<file path="src/rtl/noise_sched.sv">
// noise_sched: round-robin scheduler sharing one 8-bit signed noise source
// between N_REQ requesters. One requester is served at a time for a burst of
// req_len valid samples; samples are forwarded with one cycle of latency.
//
// Handshake: a requester raises req[i] with req_len[i] stable and keeps req[i]
// high until it sees burst_done[i]. gnt[i] marks the requester being served.
// Each sample for it is qualified by samp_valid[i]. Dropping req[i] while
// streaming aborts the burst without a burst_done pulse. The source is
// qualified by noise_in_valid only; noise_en is a request to the source, not a
// qualifier, so a trailing sample after noise_en falls is ignored.
module noise_sched #(
  parameter int N_REQ = 4,
  parameter int LEN_W = 16
) (
  input  logic                   clk,
  input  logic                   rst,
  input  logic [N_REQ-1:0]       req,
  input  logic [N_REQ*LEN_W-1:0] req_len,
  output logic [N_REQ-1:0]       gnt,
  output logic                   noise_en,
  input  logic signed [7:0]      noise_in,
  input  logic                   noise_in_valid,
  output logic signed [7:0]      samp_out,
  output logic [N_REQ-1:0]       samp_valid,
  output logic [N_REQ-1:0]       burst_done,
  output logic                   busy,
  output logic [1:0]             state_dbg
);

  localparam int PTR_W = (N_REQ > 1) ? $clog2(N_REQ) : 1;
  localparam logic [N_REQ-1:0] ONE = N_REQ'(1);

  typedef enum logic [1:0] {
    IDLE   = 2'd0,
    STREAM = 2'd1,
    DRAIN  = 2'd2
  } state_t;

  state_t           state;
  logic [PTR_W-1:0] rr_ptr;
  logic [PTR_W-1:0] sel;
  logic             found;
  logic [LEN_W-1:0] sel_len;
  logic [LEN_W-1:0] len_q;
  logic [LEN_W-1:0] cnt;
  logic             owner_req;

  // Index base+off taken modulo N_REQ (off is always below N_REQ).
  function automatic logic [PTR_W-1:0] wrap_idx(input logic [PTR_W-1:0] base,
                                                input int off);
    int s;
    s = int'(base) + off;
    if (s >= N_REQ) s = s - N_REQ;
    return PTR_W'(s);
  endfunction

  // Circular search from rr_ptr; scanning from the far end lets the nearest
  // requester win.
  always_comb begin
    found   = 1'b0;
    sel     = '0;
    for (int k = N_REQ - 1; k >= 0; k--) begin
      if (req[wrap_idx(rr_ptr, k)]) begin
        found = 1'b1;
        sel   = wrap_idx(rr_ptr, k);
      end
    end
    sel_len = req_len[int'(sel)*LEN_W +: LEN_W];
  end

  // The served requester is still asking while its req bit overlaps gnt.
  assign owner_req = |(req & gnt);
  assign state_dbg = state;

  // Scheduler FSM; every output is a register written here.
  always_ff @(posedge clk) begin
    if (rst) begin
      state      <= IDLE;
      rr_ptr     <= '0;
      len_q      <= '0;
      cnt        <= '0;
      gnt        <= '0;
      noise_en   <= 1'b0;
      samp_out   <= '0;
      samp_valid <= '0;
      burst_done <= '0;
      busy       <= 1'b0;
    end else begin
      case (state)
        IDLE: begin
          samp_valid <= '0;
          burst_done <= '0;
          if (found) begin
            gnt      <= ONE << sel;
            len_q    <= sel_len;
            cnt      <= '0;
            rr_ptr   <= wrap_idx(sel, 1);
            noise_en <= (sel_len != '0);
            busy     <= 1'b1;
            state    <= STREAM;
          end
        end
        STREAM: begin
          samp_valid <= '0;
          burst_done <= '0;
          if (len_q == '0) begin
            // Zero-length burst completes without touching the source.
            burst_done <= gnt;
            gnt        <= '0;
            noise_en   <= 1'b0;
            state      <= DRAIN;
          end else if (!owner_req) begin
            gnt      <= '0;
            noise_en <= 1'b0;
            state    <= DRAIN;
          end else if (noise_in_valid) begin
            samp_out   <= noise_in;
            samp_valid <= gnt;
            cnt        <= cnt + LEN_W'(1);
            if (cnt == len_q - LEN_W'(1)) begin
              burst_done <= gnt;
              gnt        <= '0;
              noise_en   <= 1'b0;
              state      <= DRAIN;
            end
          end
        end
        DRAIN: begin
          // A trailing source sample lands here and is dropped.
          samp_valid <= '0;
          burst_done <= '0;
          gnt        <= '0;
          noise_en   <= 1'b0;
          busy       <= 1'b0;
          state      <= IDLE;
        end
        default: begin
          gnt      <= '0;
          noise_en <= 1'b0;
          busy     <= 1'b0;
          state    <= IDLE;
        end
      endcase
    end
  end

endmodule

</file>
<file path="config.mk">
export PLATFORM = sky130hd
export DESIGN_NAME = noise_sched
export DESIGN_NICKNAME = d
export VERILOG_FILES = /design/src/rtl/noise_sched.sv
export SDC_FILE = /design/constraint.sdc
export NUM_CORES = 1
export LEC_CHECK = 0
export ABC_AREA = 0
export CAP_MARGIN = 20
export CORE_UTILIZATION = 52
export DETAILED_ROUTE_END_ITERATION = 12
export GPL_TIMING_DRIVEN = 0
export PLACE_DENSITY = 0.86
export SKIP_LAST_GASP = 1
export SYNTH_ARGS = -nofsm -noshare
export SYNTH_HDL_FRONTEND = slang
export SYNTH_SLANG_ARGS = --single-unit
</file>
<file path="constraint.sdc">
create_clock -name clk -period 4.94 [get_ports clk]
set_input_delay 0.988 -clock clk [delete_from_list [all_inputs] [get_ports clk]]
set_output_delay 0.988 -clock clk [all_outputs]
set_load 0.01 [all_outputs]
</file>
* Word-level counts from Yosys, hierarchy flattened *
Cells that the tools add are included.

word-level totals
  flip-flop bits (word level) = 58
  output and inout bits = 24
  word-level logic and storage cells = 111

cells by class
  add/sub/neg operators = 11
  order comparisons = 9
  equality and inequality tests = 9
  shift-type cells = 2
  mux-type cells = 55
  bitwise gates (word level) = 3
  reduce and logical (&&, ||, !) cells = 12

operators with widths
  operator                                                     count
  two-way mux 16 bit                                           4
  indexed part select 64 x 7 -> 16 bit                         1
  two-way mux 4 bit                                            12
  case mux 16 bit (2 select lines)                             1
  two-way mux 2 bit                                            14
  case mux 4 bit (2 select lines)                              3
  adder 16 x 1 -> 16 bit (second input constant)               1
  equality test 16 bit                                         1
  logical NOT 16 bit                                           1
  nonzero test 16 bit                                          1
  subtractor 16 x 1 -> 16 bit (second input constant)          1
  two-way mux 1 bit                                            14
  >= comparator 3 bit (second input constant)                  4
  less-than comparator 2 x 3 -> 1 bit (second input constant)  4
  subtractor 2 x 1 -> 2 bit (second input constant)            5
  binary-select mux 1 bit (select 2 bit)                       4
  inequality test 2 bit (second input constant)                4
  inequality test 4 bit (second input constant)                2
  adder 2 x 1 -> 3 bit (second input constant)                 2
  adder 2 x 2 -> 3 bit (second input constant)                 2
  AND reduction 5 bit                                          1
  AND 4 bit                                                    1
  case mux 1 bit (2 select lines)                              2
  case mux 2 bit (2 select lines)                              1
  other kinds (12)                                             15

* Longest topological paths before layout *
Gate-level depths: netlist (run 1).

  depth after elaboration = 13
  depth in mapped cells = 12
  mapped depth without buffers = 10

* Worst setup path before layout (run 1) *
Ideal clock, no wire load.

  path type = input-to-reg
  start point = input req[0]
  end point = register noise_en
  arrival = 3.001 ns
  required time = 4.823 ns
  slack = 1.822 ns
  stages = 10
  buffers on the path = 2
  path through = nor2b_1 > nor2_1 > o22ai_1 > clkbuf_1 > clkbuf_1 > mux2i_1 > mux2i_1 > nor4_1 > nand4_1 > a32o_2

on the way
  cells in the longest elaborated chain, start to end = 10

ends and longest elaborated chain
  what                                     RTL line  text
  start, declared                          17        input logic [N_REQ-1:0] req,
  binary-select mux 1 bit (select 2 bit)   63        if (req[wrap_idx(rr_ptr, k)]) begin
  two-way mux 1 bit (implied by the code)  63
  two-way mux 2 bit (4 in series)          63
  indexed part select 64 x 7 -> 16 bit     68        sel_len = req_len[int'(sel)*LEN_W +: LEN_W];
  nonzero test 16 bit                      98        noise_en <= (sel_len != '0);
  two-way mux 1 bit                        93        if (found) begin
  case mux 1 bit (2 select lines)          89        case (state)
  end signal, assigned                     98
  end, declared                            20        output logic noise_en,

Parallel ways exist; a longest one is shown, timed or not. The select of a mux whose other input is x is not followed.
A chain may end at the register's enable or synchronous reset.

* Worst setup path in the final report (run 1) *
Same ends and word-level chain as after synthesis.

==> results of run 1 <==
-- power by group through the flow --
stage | clock, mW | sequential [mW] | combinational (mW)
after floorplan | 0 | 0.552 | 0.398
after global placement | 0 | 0.558 | 0.550
after detailed placement | 0 | 0.560 | 0.566
after CTS | 0.514 | 0.551 | 0.572
after global routing | 0.537 | 0.557 | 0.626
final | 0.517 | 0.553 | 0.572
-- stage by stage --
step | setup slack, ns | util, % | instances | hold slack, ns | instance area, sq um
2_1_floorplan | 1.82 | - | 420 | 0.455 | 3580
5_1_grt | 0.676 | 75.8 | 614 | 0.479 | 4930
3_5_place_dp | 0.564 | 72.2 | 598 | 0.446 | 4690
6_report | 0.874 | 75.8 | 614 | 0.453 | 4930
3_3_place_gp | 0.664 | 72.2 | 598 | 0.441 | 4690
4_1_cts | 0.884 | 75.8 | 614 | 0.455 | 4930
-- worst max-delay path, cell delays in order --
cell and delay (ns):
sky130_fd_sc_hd__clkdlybuf4s50_1 0.59, sky130_fd_sc_hd__nor2b_1 0.22, sky130_fd_sc_hd__nor2_1 0.07, sky130_fd_sc_hd__o22ai_1 0.16, sky130_fd_sc_hd__clkbuf_1 0.37, sky130_fd_sc_hd__clkbuf_1 0.64
sky130_fd_sc_hd__mux2i_1 0.37, sky130_fd_sc_hd__mux2i_1 0.14, sky130_fd_sc_hd__nor4_1 0.29, sky130_fd_sc_hd__nand4_1 0.18, sky130_fd_sc_hd__a32o_2 0.27
-- Yosys cell counts, types with 2 or more instances --
master	number
sky130_fd_sc_hd__nand2_1	61
sky130_fd_sc_hd__dfxtp_1	58
sky130_fd_sc_hd__mux2i_1	48
sky130_fd_sc_hd__nor2_1	36
sky130_fd_sc_hd__a21oi_1	31
sky130_fd_sc_hd__clkbuf_1	21
sky130_fd_sc_hd__xor2_1	19
sky130_fd_sc_hd__xnor2_1	15
sky130_fd_sc_hd__inv_1	11
sky130_fd_sc_hd__nor4_1	10
sky130_fd_sc_hd__ha_1	7
sky130_fd_sc_hd__nand3_1	7
sky130_fd_sc_hd__a32o_2	5
sky130_fd_sc_hd__a32oi_1	5
sky130_fd_sc_hd__nand4_1	5
sky130_fd_sc_hd__a22o_1	4
sky130_fd_sc_hd__and3_1	4
sky130_fd_sc_hd__nor3_1	4
sky130_fd_sc_hd__a22oi_1	3
sky130_fd_sc_hd__nand2b_1	3
sky130_fd_sc_hd__nor2b_1	3
sky130_fd_sc_hd__o22ai_1	3
sky130_fd_sc_hd__or4_1	3
sky130_fd_sc_hd__a211oi_1	2
sky130_fd_sc_hd__a21o_2	2
sky130_fd_sc_hd__a31oi_1	2
sky130_fd_sc_hd__and2_1	2
sky130_fd_sc_hd__buf_4	2
sky130_fd_sc_hd__nand3b_1	2
sky130_fd_sc_hd__nand4b_1	2
sky130_fd_sc_hd__nor2_2	2
sky130_fd_sc_hd__nor3_4	2
sky130_fd_sc_hd__o2111ai_1	2
sky130_fd_sc_hd__o211ai_1	2
sky130_fd_sc_hd__o21ai_0	2
sky130_fd_sc_hd__or2_2	2
sky130_fd_sc_hd__or4b_1	2
-- cell families after synthesis --
family / count (synthesis) / synth area share, %
mux: 49 / 13.7
fa+ha+maj: 7 / 2.45
compound gates: 74 / 14.6
simple gates: 159 / 23.5
buf+inv: 39 / 5.03
flops: 58 / 32.4
xor+xnor: 34 / 8.32
-- worst max-delay path by stage --
stage                                  endpoint  startpoint  slack [ns]
final                     noise_en$_SDFFE_PP0P_      req[0]        0.87
after global routing      noise_en$_SDFFE_PP0P_      req[0]        0.68
after CTS                 noise_en$_SDFFE_PP0P_      req[0]        0.88
after detailed placement  noise_en$_SDFFE_PP0P_      req[0]        0.56
after global placement    noise_en$_SDFFE_PP0P_      req[0]        0.66
after floorplan           noise_en$_SDFFE_PP0P_      req[0]        1.82
-- area by class of cell --
type	count	share of cell area [%]
Multi-Input combinational cell	323	45.5
Tap cell	77	1.96
Clock buffer	12	3.35
Buffer	28	2.82
Inverter	11	0.838
Clock inverter	4	1.47
Sequential cell	58	23.6
Timing Repair Buffer	101	20.5
-- registers in the layout, indices dropped and copies added, names as in the netlist --
register / flops
busy: 1
state_dbg: 2
gnt: 4
samp_out: 8
len_q: 16
rr_ptr: 2
samp_valid: 4
noise_en: 1
cnt: 16
burst_done: 4
-- metal layers --
metal	track usage [%]	vias up	wire length, microns
li1	-	1720	-
met1	32.1	1639	4060
met4	10.8	0	236
met3	3.70	20	360
met5	0	-	0
met2	49.9	114	4840
==> metrics.txt, run 1 <==
# TYPE chip_impl_metric gauge
chip_impl_info{name="run_status",value="complete, no violations"} 1
chip_impl_metric{name="final_weighted_congestion_of_routability_driven_global_placement",unit=""} 0.840
chip_impl_metric{name="number_of_instances_resized_during_post_cts_repair",unit=""} 0
chip_impl_metric{name="regToRegSetupSlack",unit="ns"} 1.51
chip_impl_metric{name="netlist.area_leader.share",unit="%"} 32.4
chip_impl_metric{name="setup_tns_after_final_layout",unit="ns"} 0
chip_impl_metric{name="drv_slew",unit=""} 0
chip_impl_metric{name="postCtsSetupBuffers",unit=""} 0
chip_impl_metric{name="numClockSinks",unit=""} 58
chip_impl_info{name="worst_hold_startpoint",value="samp_out[2]$_SDFFE_PP0P_"} 1
chip_impl_metric{name="synth_cells",unit=""} 420
chip_impl_metric{name="synthDistinctLibCells",unit=""} 63
chip_impl_metric{name="synth_warnings",unit=""} 0
chip_impl_metric{name="final_report_hold_violation_count",unit=""} 0
chip_impl_metric{name="worstPathRequired",unit="ns"} 5.17
chip_impl_metric{name="area_growth",unit="%"} 37.6
chip_impl_metric{name="floorplan.initialDensity",unit="%"} 55.1
chip_impl_metric{name="async_flop_share",unit="%"} 0
chip_impl_metric{name="grt_first_pass_wirelength",unit="mm"} 15.7
chip_impl_metric{name="cts_made_buffers",unit=""} 9
chip_impl_metric{name="reg2reg_depth",unit=""} 12
chip_impl_info{name="critPathLaunchType",value="input port"} 1
chip_impl_metric{name="horizontal_die_dimension",unit="microns"} 85.0
chip_impl_metric{name="number_of_antenna_violations_at_the_first_check_in_global_routing",unit=""} 0
chip_impl_metric{name="nFillCells",unit=""} 492
chip_impl_metric{name="detail_route.drc_violations",unit=""} 0
chip_impl_metric{name="synth_fp_nets",unit=""} 506
chip_impl_metric{name="cell_internal_pwr",unit="mW"} 1.11
chip_impl_metric{name="critPathArrivalTime",unit="ns"} 4.30
chip_impl_metric{name="netlist_area",unit="sq mm"} 0.00358
chip_impl_metric{name="detail_route.wirelength",unit="mm"} 9.50
chip_impl_metric{name="clkTransAtPathRegs",unit="ns"} 0.07
chip_impl_metric{name="total_switching_power",unit="uW"} 534
chip_impl_metric{name="report.final.setup_viol",unit=""} 0
chip_impl_info{name="min_path_type",value="flip-flop to flip-flop"} 1
chip_impl_metric{name="antenna_violating_nets_post_route",unit=""} 0
chip_impl_metric{name="timing.hold.worst_path_depth",unit=""} 2
chip_impl_metric{name="total_leakage_power",unit="nW"} 2.03
chip_impl_metric{name="timing_worst_slew_pin_value",unit="ns"} 1.01
chip_impl_metric{name="route.detailed.wl_per_inst",unit="microns"} 15.5
chip_impl_metric{name="core_region_area",unit="sq mm"} 0.00649
chip_impl_metric{name="route.vias.total",unit=""} 3493
chip_impl_metric{name="layout-drive-gt1-share",unit="%"} 8.57
chip_impl_metric{name="multi_input_comb_area",unit="sq mm"} 0.00224
chip_impl_metric{name="htreeDepth",unit=""} 3
chip_impl_info{name="critical_path.reg2reg.startpoint",value="len_q[0]$_SDFFE_PP0P_"} 1
chip_impl_info{name="netlist_top_cells_area",value="sky130_fd_sc_hd__dfxtp_1 (32%), sky130_fd_sc_hd__mux2i_1 (13%), sky130_fd_sc_hd__nand2_1 (6.4%)"} 1
chip_impl_metric{name="drt_first_iter_violations",unit=""} 152
chip_impl_metric{name="die-height",unit="microns"} 85.0
chip_impl_metric{name="numnets_final",unit=""} 618
chip_impl_metric{name="post_drt_via_cell_ratio",unit=""} 5.69
chip_impl_info{name="most-common-layout-cells",value="sky130_fd_sc_hd__clkdlybuf4s50_1 (101), sky130_fd_sc_hd__nand2_1 (61), sky130_fd_sc_hd__dfxtp_1 (58)"} 1
chip_impl_metric{name="grt_pass1_vias",unit=""} 3421
chip_impl_metric{name="path_max_fanout",unit=""} 10
chip_impl_metric{name="avgSynthCellArea",unit="sq um"} 8.53
chip_impl_metric{name="total_power",unit="mW"} 1.64
chip_impl_info{name="worst_setup_path_end_kind",value="flip-flop"} 1
chip_impl_metric{name="grt_usage",unit="%"} 27.3
chip_impl_metric{name="power.density",unit="mW/mm^2"} 333
chip_impl_info{name="rsz0062_at_grt",value="false"} 1
chip_impl_metric{name="sequential_cell_area",unit="sq mm"} 0.00116
chip_impl_metric{name="worst_clock_skew",unit="ns"} 0.00774
chip_impl_metric{name="share_comb_of_total_power",unit="%"} 34.8
chip_impl_metric{name="share_clk_of_total_power",unit="%"} 31.5
chip_impl_metric{name="port_buffers",unit=""} 101
chip_impl_metric{name="grt_start_max_net_pins",unit=""} 12
chip_impl_metric{name="maxCapViolations",unit=""} 0
chip_impl_metric{name="detailedPlacementHpwl",unit="mm"} 7.26
chip_impl_metric{name="netSwitchingFraction",unit="%"} 32.5
chip_impl_info{name="clockRootBuffer",value="sky130_fd_sc_hd__clkbuf_8"} 1
chip_impl_metric{name="synth.ff_latch_count",unit=""} 58
chip_impl_metric{name="clock_insertion_delay_worst_skew",unit="ns"} 0.34
chip_impl_metric{name="std_cell_rows",unit=""} 29
chip_impl_metric{name="grt_overflow_total",unit=""} 0
chip_impl_metric{name="cts-root-to-sink-buffers",unit=""} 2
chip_impl_metric{name="synth_enable_flop_cells",unit=""} 0
chip_impl_metric{name="fin_crit_sh",unit="%"} 82.3
chip_impl_metric{name="peakVddDrop",unit="uV"} 161
chip_impl_info{name="biggest_area_consumer_among_synthesized_cells",value="sky130_fd_sc_hd__dfxtp_1"} 1
chip_impl_info{name="worst-setup-path-type",value="input port to flip-flop"} 1
chip_impl_metric{name="max_slew_margin",unit="%"} 32.4
chip_impl_metric{name="io_pins",unit=""} 103
chip_impl_info{name="rr_endpoint",value="gnt[0]$_SDFFE_PP0P_"} 1
chip_impl_info{name="yosys_most_used_dff",value="sky130_fd_sc_hd__dfxtp_1"} 1
chip_impl_metric{name="drt-pass1-iter-count",unit=""} 5
chip_impl_metric{name="final_period_minus_worst_setup_slack",unit="ns"} 4.07
chip_impl_info{name="hold-path-endpoint",value="samp_out[2]$_SDFFE_PP0P_"} 1
chip_impl_metric{name="seq_power_share",unit="%"} 33.7
chip_impl_metric{name="cts-hold-fix-buffers",unit=""} 0
chip_impl_metric{name="synth-seq-area-share",unit="%"} 32.4
chip_impl_metric{name="fmax",unit="MHz"} 246
chip_impl_metric{name="die_area",unit="sq mm"} 0.00722
chip_impl_info{name="tritoncts_clock_tree",value="done"} 1
chip_impl_metric{name="diodes",unit=""} 0
chip_impl_info{name="mostFrequentLayoutCell",value="sky130_fd_sc_hd__clkdlybuf4s50_1"} 1
No activity file was read; power rests on OpenSTA's default activity.
==> inputs of run 2 (changes only) <==
Settings changed: CORE_UTILIZATION 52 to 48, PLACE_DENSITY 0.86 to 0.81.
Clock period 4.94 ns to 4.07 ns, I/O delays scaled along.
==> run 2 against run 1 <==
  * Register-to-register slack worse by 0.82 ns
  * Wire length fell by 3.7%
  * First-iteration DRC count is 56% higher
  * Die area up 8.1%
  * Via count down 1.2%
  * Final cell count grew 3.3%
  * Critical endpoint unchanged
  * Largest cell class unchanged
==> metrics.txt, run 2 (synthesis gave the netlist of run 1 again) <==
# TYPE chip_impl_metric gauge
chip_impl_info{name="clockRootBuffer",value="sky130_fd_sc_hd__clkbuf_8"} 1
chip_impl_metric{name="detailedPlacementHpwl",unit="mm"} 7.36
chip_impl_metric{name="drv_slew",unit=""} 0
chip_impl_metric{name="port_buffers",unit=""} 101
chip_impl_info{name="hold-path-endpoint",value="samp_out[3]$_SDFFE_PP0P_"} 1
chip_impl_metric{name="report.final.setup_viol",unit=""} 0
chip_impl_metric{name="detail_route.wirelength",unit="mm"} 9.15
chip_impl_info{name="grt-busiest-layer",value="met2"} 1
chip_impl_metric{name="setup_ws",unit="ns"} 0.325
chip_impl_info{name="critical_path.reg2reg.startpoint",value="len_q[0]$_SDFFE_PP0P_"} 1
chip_impl_info{name="tritoncts_clock_tree",value="done"} 1
chip_impl_metric{name="critical-path-max-stage-delay",unit="ns"} 0.61
chip_impl_metric{name="post_drt_via_cell_ratio",unit=""} 5.44
chip_impl_info{name="min_path_type",value="flip-flop to flip-flop"} 1
chip_impl_metric{name="drt_first_iter_violations",unit=""} 237
chip_impl_info{name="most-common-layout-cells",value="sky130_fd_sc_hd__clkdlybuf4s50_1 (101), sky130_fd_sc_hd__nand2_1 (61), sky130_fd_sc_hd__dfxtp_1 (58)"} 1
chip_impl_metric{name="layout-drive-gt1-share",unit="%"} 8.22
chip_impl_info{name="cpLargestDelayFamily",value="buffers and inverters"} 1
chip_impl_metric{name="route.vias.total",unit=""} 3452
chip_impl_metric{name="critPathArrivalTime",unit="ns"} 3.97
chip_impl_metric{name="final_cells",unit=""} 634
chip_impl_metric{name="io_pins",unit=""} 103
chip_impl_metric{name="total_switching_power",unit="uW"} 622
chip_impl_metric{name="worstPathRequired",unit="ns"} 4.30
chip_impl_metric{name="max_slew_margin",unit="%"} 42.4
chip_impl_metric{name="dp_cells",unit=""} 620
chip_impl_metric{name="fin_crit_sh",unit="%"} 92.0
chip_impl_metric{name="diodes",unit=""} 0
chip_impl_metric{name="cts-hold-fix-buffers",unit=""} 0
chip_impl_metric{name="final_core_utilization",unit="%"} 68.0
chip_impl_metric{name="number_of_instances_resized_during_post_cts_repair",unit=""} 0
chip_impl_metric{name="die-height",unit="microns"} 88.4
chip_impl_metric{name="grt_start_max_net_pins",unit=""} 12
chip_impl_metric{name="share_comb_of_total_power",unit="%"} 36.8
chip_impl_metric{name="groute.layer.met2.usage",unit="%"} 43.8
chip_impl_metric{name="timing.hold.worst_path_depth",unit=""} 2
chip_impl_metric{name="floorplan.initialDensity",unit="%"} 49.6
chip_impl_metric{name="fmax",unit="MHz"} 267
chip_impl_metric{name="cp_num_buf_inv",unit=""} 3
chip_impl_metric{name="worst_clock_skew",unit="ns"} 0.0102
chip_impl_metric{name="setup_tns_after_final_layout",unit="ns"} 0
chip_impl_metric{name="numnets_final",unit=""} 618
chip_impl_metric{name="reg2reg_depth",unit=""} 12
chip_impl_info{name="timing.critical_path.cells",value="clkdlybuf4s50_1 > nor2b_1 > nor2_1 > o22ai_1 > clkbuf_1 > clkbuf_1 > mux2i_1 > mux2i_1 > nor4_1 > nand4_1 > a32o_2"} 1
chip_impl_metric{name="total_power",unit="mW"} 1.88
chip_impl_info{name="timing.critical_path.slowest_stage_cell",value="sky130_fd_sc_hd__clkbuf_1"} 1
chip_impl_metric{name="place_area",unit="sq mm"} 0.00472
chip_impl_info{name="worst_setup_path_end_kind",value="flip-flop"} 1
chip_impl_metric{name="path_max_fanout",unit=""} 10
chip_impl_info{name="critPathLaunchType",value="input port"} 1
chip_impl_info{name="rr_endpoint",value="gnt[1]$_SDFFE_PP0P_"} 1
chip_impl_metric{name="route.detailed.wl_per_inst",unit="microns"} 14.4
chip_impl_metric{name="cell_internal_pwr",unit="mW"} 1.26
chip_impl_info{name="worst-setup-path-type",value="input port to flip-flop"} 1
chip_impl_metric{name="clkTransAtPathRegs",unit="ns"} 0.07
chip_impl_metric{name="maxCapViolations",unit=""} 0
chip_impl_metric{name="total_leakage_power",unit="nW"} 2.01
chip_impl_metric{name="sequential_cell_area",unit="sq mm"} 0.00116
chip_impl_metric{name="met3_track_usage_gr",unit="%"} 3.64
chip_impl_metric{name="grt_first_pass_wirelength",unit="mm"} 14.9
chip_impl_info{name="largest_registers",value="cnt x16, len_q x16, samp_out x8"} 1
chip_impl_metric{name="cts-root-to-sink-buffers",unit=""} 2
chip_impl_metric{name="cts_made_buffers",unit=""} 9
chip_impl_metric{name="number_of_antenna_violations_at_the_first_check_in_global_routing",unit=""} 0
chip_impl_metric{name="drt-pass1-iter-count",unit=""} 4
chip_impl_metric{name="area_growth",unit="%"} 37.0
chip_impl_metric{name="core_region_area",unit="sq mm"} 0.00721
chip_impl_metric{name="grt_usage",unit="%"} 24.8
chip_impl_metric{name="numClockSinks",unit=""} 58
chip_impl_metric{name="final_period_minus_worst_setup_slack",unit="ns"} 3.75
chip_impl_metric{name="detail_route.drc_violations",unit=""} 0
chip_impl_metric{name="postCtsSetupBuffers",unit=""} 0
chip_impl_metric{name="final_report_hold_violation_count",unit=""} 0
chip_impl_metric{name="netSwitchingFraction",unit="%"} 33.1
chip_impl_info{name="worst_hold_startpoint",value="samp_out[3]$_SDFFE_PP0P_"} 1
chip_impl_metric{name="grt_overflow_total",unit=""} 0
chip_impl_metric{name="multi_input_comb_area",unit="sq mm"} 0.00224
chip_impl_metric{name="final_weighted_congestion_of_routability_driven_global_placement",unit=""} 0.815
chip_impl_metric{name="power.density",unit="mW/mm^2"} 383
chip_impl_metric{name="groute.layer.met1.usage",unit="%"} 29.4
chip_impl_metric{name="horizontal_die_dimension",unit="microns"} 88.4
chip_impl_metric{name="nFillCells",unit=""} 592
chip_impl_metric{name="std_cell_rows",unit=""} 31
chip_impl_metric{name="timing.hold.ws",unit="ns"} 0.458
chip_impl_metric{name="peakVddDrop",unit="uV"} 166
chip_impl_info{name="rsz0062_at_grt",value="false"} 1
chip_impl_metric{name="die_area",unit="sq mm"} 0.00781
chip_impl_metric{name="htreeDepth",unit=""} 3
chip_impl_metric{name="antenna_violating_nets_post_route",unit=""} 0
chip_impl_metric{name="area_of_all_placed_cells_without_fillers",unit="sq mm"} 0.00491
chip_impl_info{name="run_status",value="complete, no violations"} 1
chip_impl_metric{name="seq_power_share",unit="%"} 35.6
chip_impl_metric{name="preCtsSetupSlack",unit="ns"} 0.0129
chip_impl_metric{name="grt_pass1_vias",unit=""} 3245
chip_impl_metric{name="share_clk_of_total_power",unit="%"} 27.6
chip_impl_metric{name="regToRegSetupSlack",unit="ns"} 0.69
chip_impl_metric{name="clock_insertion_delay_worst_skew",unit="ns"} 0.33
chip_impl_info{name="mostFrequentLayoutCell",value="sky130_fd_sc_hd__clkdlybuf4s50_1"} 1
chip_impl_metric{name="timing_worst_slew_pin_value",unit="ns"} 0.858
==> run 2: cell types whose count changed in the layout (fill, tap and decap cells not counted), sizes merged <==
cell,before,now
bufinv,2,1
clkbuf,34,33
clkinv,1,2
clkinvlp,1,0
==> run 2: worst max-delay path by stage <==
stage	from	endpoint	slack, ns	cells after the start
2_1_floorplan	len_q[0]$_SDFFE_PP0P_	gnt[0]$_SDFFE_PP0P_	1.11	12
3_3_place_gp	req[0]	noise_en$_SDFFE_PP0P_	0.10	11
3_5_place_dp	req[0]	noise_en$_SDFFE_PP0P_	0.01	11
4_1_cts	req[0]	noise_en$_SDFFE_PP0P_	0.36	11
5_1_grt	req[0]	noise_en$_SDFFE_PP0P_	0.08	11
6_report	req[0]	noise_en$_SDFFE_PP0P_	0.32	11
==> run 2: layer usage <==
layer / up-vias / part of all wire, %
met5: - / 0
met4: 0 / 3.3
met3: 21 / 5.3
met2: 116 / 50
met1: 1599 / 41
li1: 1716 / -
==> run 2: layout make-up <==
cell class / instances / area share [%]
clock buffer: 11 / 3.09
sequential: 58 / 23.7
multi-input combinational: 323 / 45.6
timing repair buffer: 101 / 20.6
inverter: 11 / 0.841
buffer: 28 / 2.83
tap: 99 / 2.52
clock inverter: 3 / 0.816
==> run 2: worst min-delay path, cell delays in order, from the launching register on <==
cell	delay (ns)
sky130_fd_sc_hd__dfxtp_1	0.31
sky130_fd_sc_hd__nand2_1	0.05
sky130_fd_sc_hd__a21oi_1	0.05
==> run 2: power groups by stage <==
stage,sequential (mW),combinational [mW],clock (mW)
final,0.670,0.691,0.518
after global routing,0.676,0.761,0.551
after CTS,0.668,0.692,0.527
after detailed placement,0.681,0.689,0
after global placement,0.678,0.670,0
after floorplan,0.670,0.484,0
==> inputs of run 3 (changes only) <==
Settings changed: SETUP_SLACK_MARGIN from default to 0.2.
Clock period 4.07 ns to 3.76 ns, I/O delays scaled along.
==> run 3 against run 2 <==
  * Total power increased by 8.5%
  * Clock power increased by 8.5%
  * Flip-flop and latch count unchanged
  * Worst hold slack about the same
  * Sequential power increased by 8.2%
  * Setup slack improved by 0.061 ns
  * Via count decreased by 0.46%
  * Wire length decreased by 0.51%
  * Clock skew about the same
  * Global-route usage unchanged
  * Critical path type unchanged
  * Largest cell class unchanged
  * Largest power group unchanged
==> metrics.txt, run 3 (synthesis gave the netlist of run 1 again) <==
# TYPE chip_impl_metric gauge
chip_impl_metric{name="area_growth",unit="%"} 37.5
chip_impl_metric{name="die_area",unit="sq mm"} 0.00781
chip_impl_info{name="largest_registers",value="cnt x16, len_q x16, samp_out x8"} 1
chip_impl_info{name="critPathLaunchType",value="input port"} 1
chip_impl_metric{name="preCtsSetupSlack",unit="ns"} -0.235
chip_impl_metric{name="max_slew_margin",unit="%"} 58.0
chip_impl_metric{name="total_power",unit="mW"} 2.04
chip_impl_metric{name="core_region_area",unit="sq mm"} 0.00721
chip_impl_metric{name="drt-pass1-iter-count",unit=""} 4
chip_impl_info{name="tritoncts_clock_tree",value="done"} 1
chip_impl_metric{name="final_weighted_congestion_of_routability_driven_global_placement",unit=""} 0.815
chip_impl_metric{name="htreeDepth",unit=""} 3
chip_impl_metric{name="total_leakage_power",unit="nW"} 2.02
chip_impl_metric{name="cts-hold-fix-buffers",unit=""} 0
chip_impl_metric{name="maxCapViolations",unit=""} 0
chip_impl_metric{name="route.detailed.wl_per_inst",unit="microns"} 14.4
chip_impl_metric{name="grt_usage",unit="%"} 24.8
chip_impl_metric{name="fin_crit_sh",unit="%"} 89.7
chip_impl_metric{name="setup_tns_after_final_layout",unit="ns"} 0
chip_impl_metric{name="port_buffers",unit=""} 101
chip_impl_metric{name="grt_pass1_vias",unit=""} 3241
chip_impl_metric{name="fmax",unit="MHz"} 296
chip_impl_metric{name="grt_start_max_net_pins",unit=""} 12
chip_impl_metric{name="nFillCells",unit=""} 586
chip_impl_info{name="most-common-layout-cells",value="sky130_fd_sc_hd__clkdlybuf4s50_1 (101), sky130_fd_sc_hd__nand2_1 (61), sky130_fd_sc_hd__dfxtp_1 (58)"} 1
chip_impl_metric{name="detail_route.wirelength",unit="mm"} 9.10
chip_impl_info{name="rsz0062_at_grt",value="true"} 1
chip_impl_metric{name="route.vias.total",unit=""} 3436
chip_impl_metric{name="drt_first_iter_violations",unit=""} 235
chip_impl_metric{name="clkTransAtPathRegs",unit="ns"} 0.07
chip_impl_metric{name="grt_first_pass_wirelength",unit="mm"} 14.9
chip_impl_metric{name="report.final.setup_viol",unit=""} 0
chip_impl_metric{name="numClockSinks",unit=""} 58
chip_impl_metric{name="final_period_minus_worst_setup_slack",unit="ns"} 3.37
chip_impl_metric{name="clock_insertion_delay_worst_skew",unit="ns"} 0.33
chip_impl_metric{name="dp_cells",unit=""} 620
chip_impl_metric{name="die-height",unit="microns"} 88.4
chip_impl_metric{name="detailedPlacementHpwl",unit="mm"} 7.36
chip_impl_metric{name="worst_clock_skew",unit="ns"} 0.0102
chip_impl_metric{name="detail_route.drc_violations",unit=""} 0
chip_impl_metric{name="layout-drive-gt1-share",unit="%"} 9.16
chip_impl_metric{name="worstPathRequired",unit="ns"} 3.99
chip_impl_metric{name="path_max_fanout",unit=""} 10
chip_impl_info{name="clockRootBuffer",value="sky130_fd_sc_hd__clkbuf_8"} 1
chip_impl_metric{name="critPathArrivalTime",unit="ns"} 3.60
chip_impl_metric{name="final_report_hold_violation_count",unit=""} 0
chip_impl_metric{name="peakVddDrop",unit="uV"} 180
chip_impl_metric{name="power.density",unit="mW/mm^2"} 414
chip_impl_metric{name="horizontal_die_dimension",unit="microns"} 88.4
chip_impl_metric{name="final_cells",unit=""} 634
chip_impl_info{name="worst-setup-path-type",value="input port to flip-flop"} 1
chip_impl_metric{name="timing_worst_slew_pin_value",unit="ns"} 0.631
chip_impl_metric{name="drv_slew",unit=""} 0
chip_impl_metric{name="floorplan.initialDensity",unit="%"} 49.6
chip_impl_metric{name="diodes",unit=""} 0
chip_impl_info{name="mostFrequentLayoutCell",value="sky130_fd_sc_hd__clkdlybuf4s50_1"} 1
chip_impl_metric{name="cts_made_buffers",unit=""} 9
chip_impl_info{name="min_path_type",value="flip-flop to flip-flop"} 1
chip_impl_metric{name="io_pins",unit=""} 103
chip_impl_metric{name="setup_ws",unit="ns"} 0.386
chip_impl_metric{name="antenna_violating_nets_post_route",unit=""} 0
chip_impl_metric{name="post_drt_via_cell_ratio",unit=""} 5.42
chip_impl_info{name="run_status",value="complete, no violations"} 1
chip_impl_metric{name="number_of_antenna_violations_at_the_first_check_in_global_routing",unit=""} 0
chip_impl_metric{name="multi_input_comb_area",unit="sq mm"} 0.00225
chip_impl_metric{name="std_cell_rows",unit=""} 31
chip_impl_info{name="worst_setup_path_end_kind",value="flip-flop"} 1
chip_impl_metric{name="grt_overflow_total",unit=""} 0
chip_impl_metric{name="numnets_final",unit=""} 618
chip_impl_metric{name="sequential_cell_area",unit="sq mm"} 0.00116
chip_impl_metric{name="cts-root-to-sink-buffers",unit=""} 2
==> run 3: cell count changes in the layout (fill, tap and decap cells not counted) <==
cell,delta
sky130_fd_sc_hd__a211oi_2,+1
sky130_fd_sc_hd__clkbuf_2,+2
sky130_fd_sc_hd__nor3_1,-1
sky130_fd_sc_hd__nor3_2,+1
sky130_fd_sc_hd__clkbuf_1,-3
sky130_fd_sc_hd__clkbuf_4,+1
sky130_fd_sc_hd__a211oi_1,-1
==> run 3: layout make-up <==
cell class                 instances  share of cell area (%)
tap                               99                    2.52
clock buffer                      11                    3.07
sequential                        58                    23.6
buffer                            28                    2.95
clock inverter                     3                   0.813
timing repair buffer             101                    20.5
inverter                          11                   0.839
multi-input combinational        323                    45.7
==> run 3: final timing paths <==
kind	startpoint	end	slack, ns	cells past startpoint
max	req[0]	noise_en$_SDFFE_PP0P_	0.39	11
min	samp_out[3]$_SDFFE_PP0P_	samp_out[3]$_SDFFE_PP0P_	0.46	2
max reg2reg	len_q[0]$_SDFFE_PP0P_	gnt[1]$_SDFFE_PP0P_	0.44	12
min reg2reg	samp_out[3]$_SDFFE_PP0P_	samp_out[3]$_SDFFE_PP0P_	0.46	2
==> run 3: where the power goes <==
part / switching, mW / internal (mW) / total (mW) / leakage [nW]
registers: 0.0621 / 0.663 / 0.725 / 0.473
clock network: 0.229 / 0.332 / 0.562 / 0.101
logic: 0.383 / 0.369 / 0.752 / 1.45
total: 0.675 / 1.36 / 2.04 / 2.02
==> run 3: metal layers <==
metal | global-route usage, % | part of all wire (%)
met1 | 29.4 | 42
met3 | 3.64 | 4.6
met5 | 0 | 0
met2 | 44.1 | 51
met4 | 11.7 | 3.0
==> run 3: worst max-delay path: stages <==
cell and delay (ns):
sky130_fd_sc_hd__clkdlybuf4s50_1 0.56, sky130_fd_sc_hd__nor2b_1 0.19, sky130_fd_sc_hd__nor2_1 0.05, sky130_fd_sc_hd__o22ai_1 0.15, sky130_fd_sc_hd__clkbuf_1 0.36, sky130_fd_sc_hd__clkbuf_4 0.35, sky130_fd_sc_hd__mux2i_1 0.28, sky130_fd_sc_hd__mux2i_1 0.15
sky130_fd_sc_hd__nor4_1 0.29, sky130_fd_sc_hd__nand4_1 0.19, sky130_fd_sc_hd__a32o_2 0.26
==> run 3: repair_timing <==
| action | CTS | global route |
|---|---|---|
| buffers inserted | 0 | 0 |
| gates resized for setup | 2 | 6 |
| cloned | 0 | 0 |
| endpoints found under the setup margin | 1 | 7 |
==> run 3: metrics by stage <==
step	area, sq um	util [%]	hold slack (ns)
floorplan	3580	-	0.455
global placement	4720	65.4	0.442
detailed placement	4720	65.4	0.451
CTS	4910	68.1	0.458
global route	4920	68.2	0.484
finish	4920	68.2	0.458
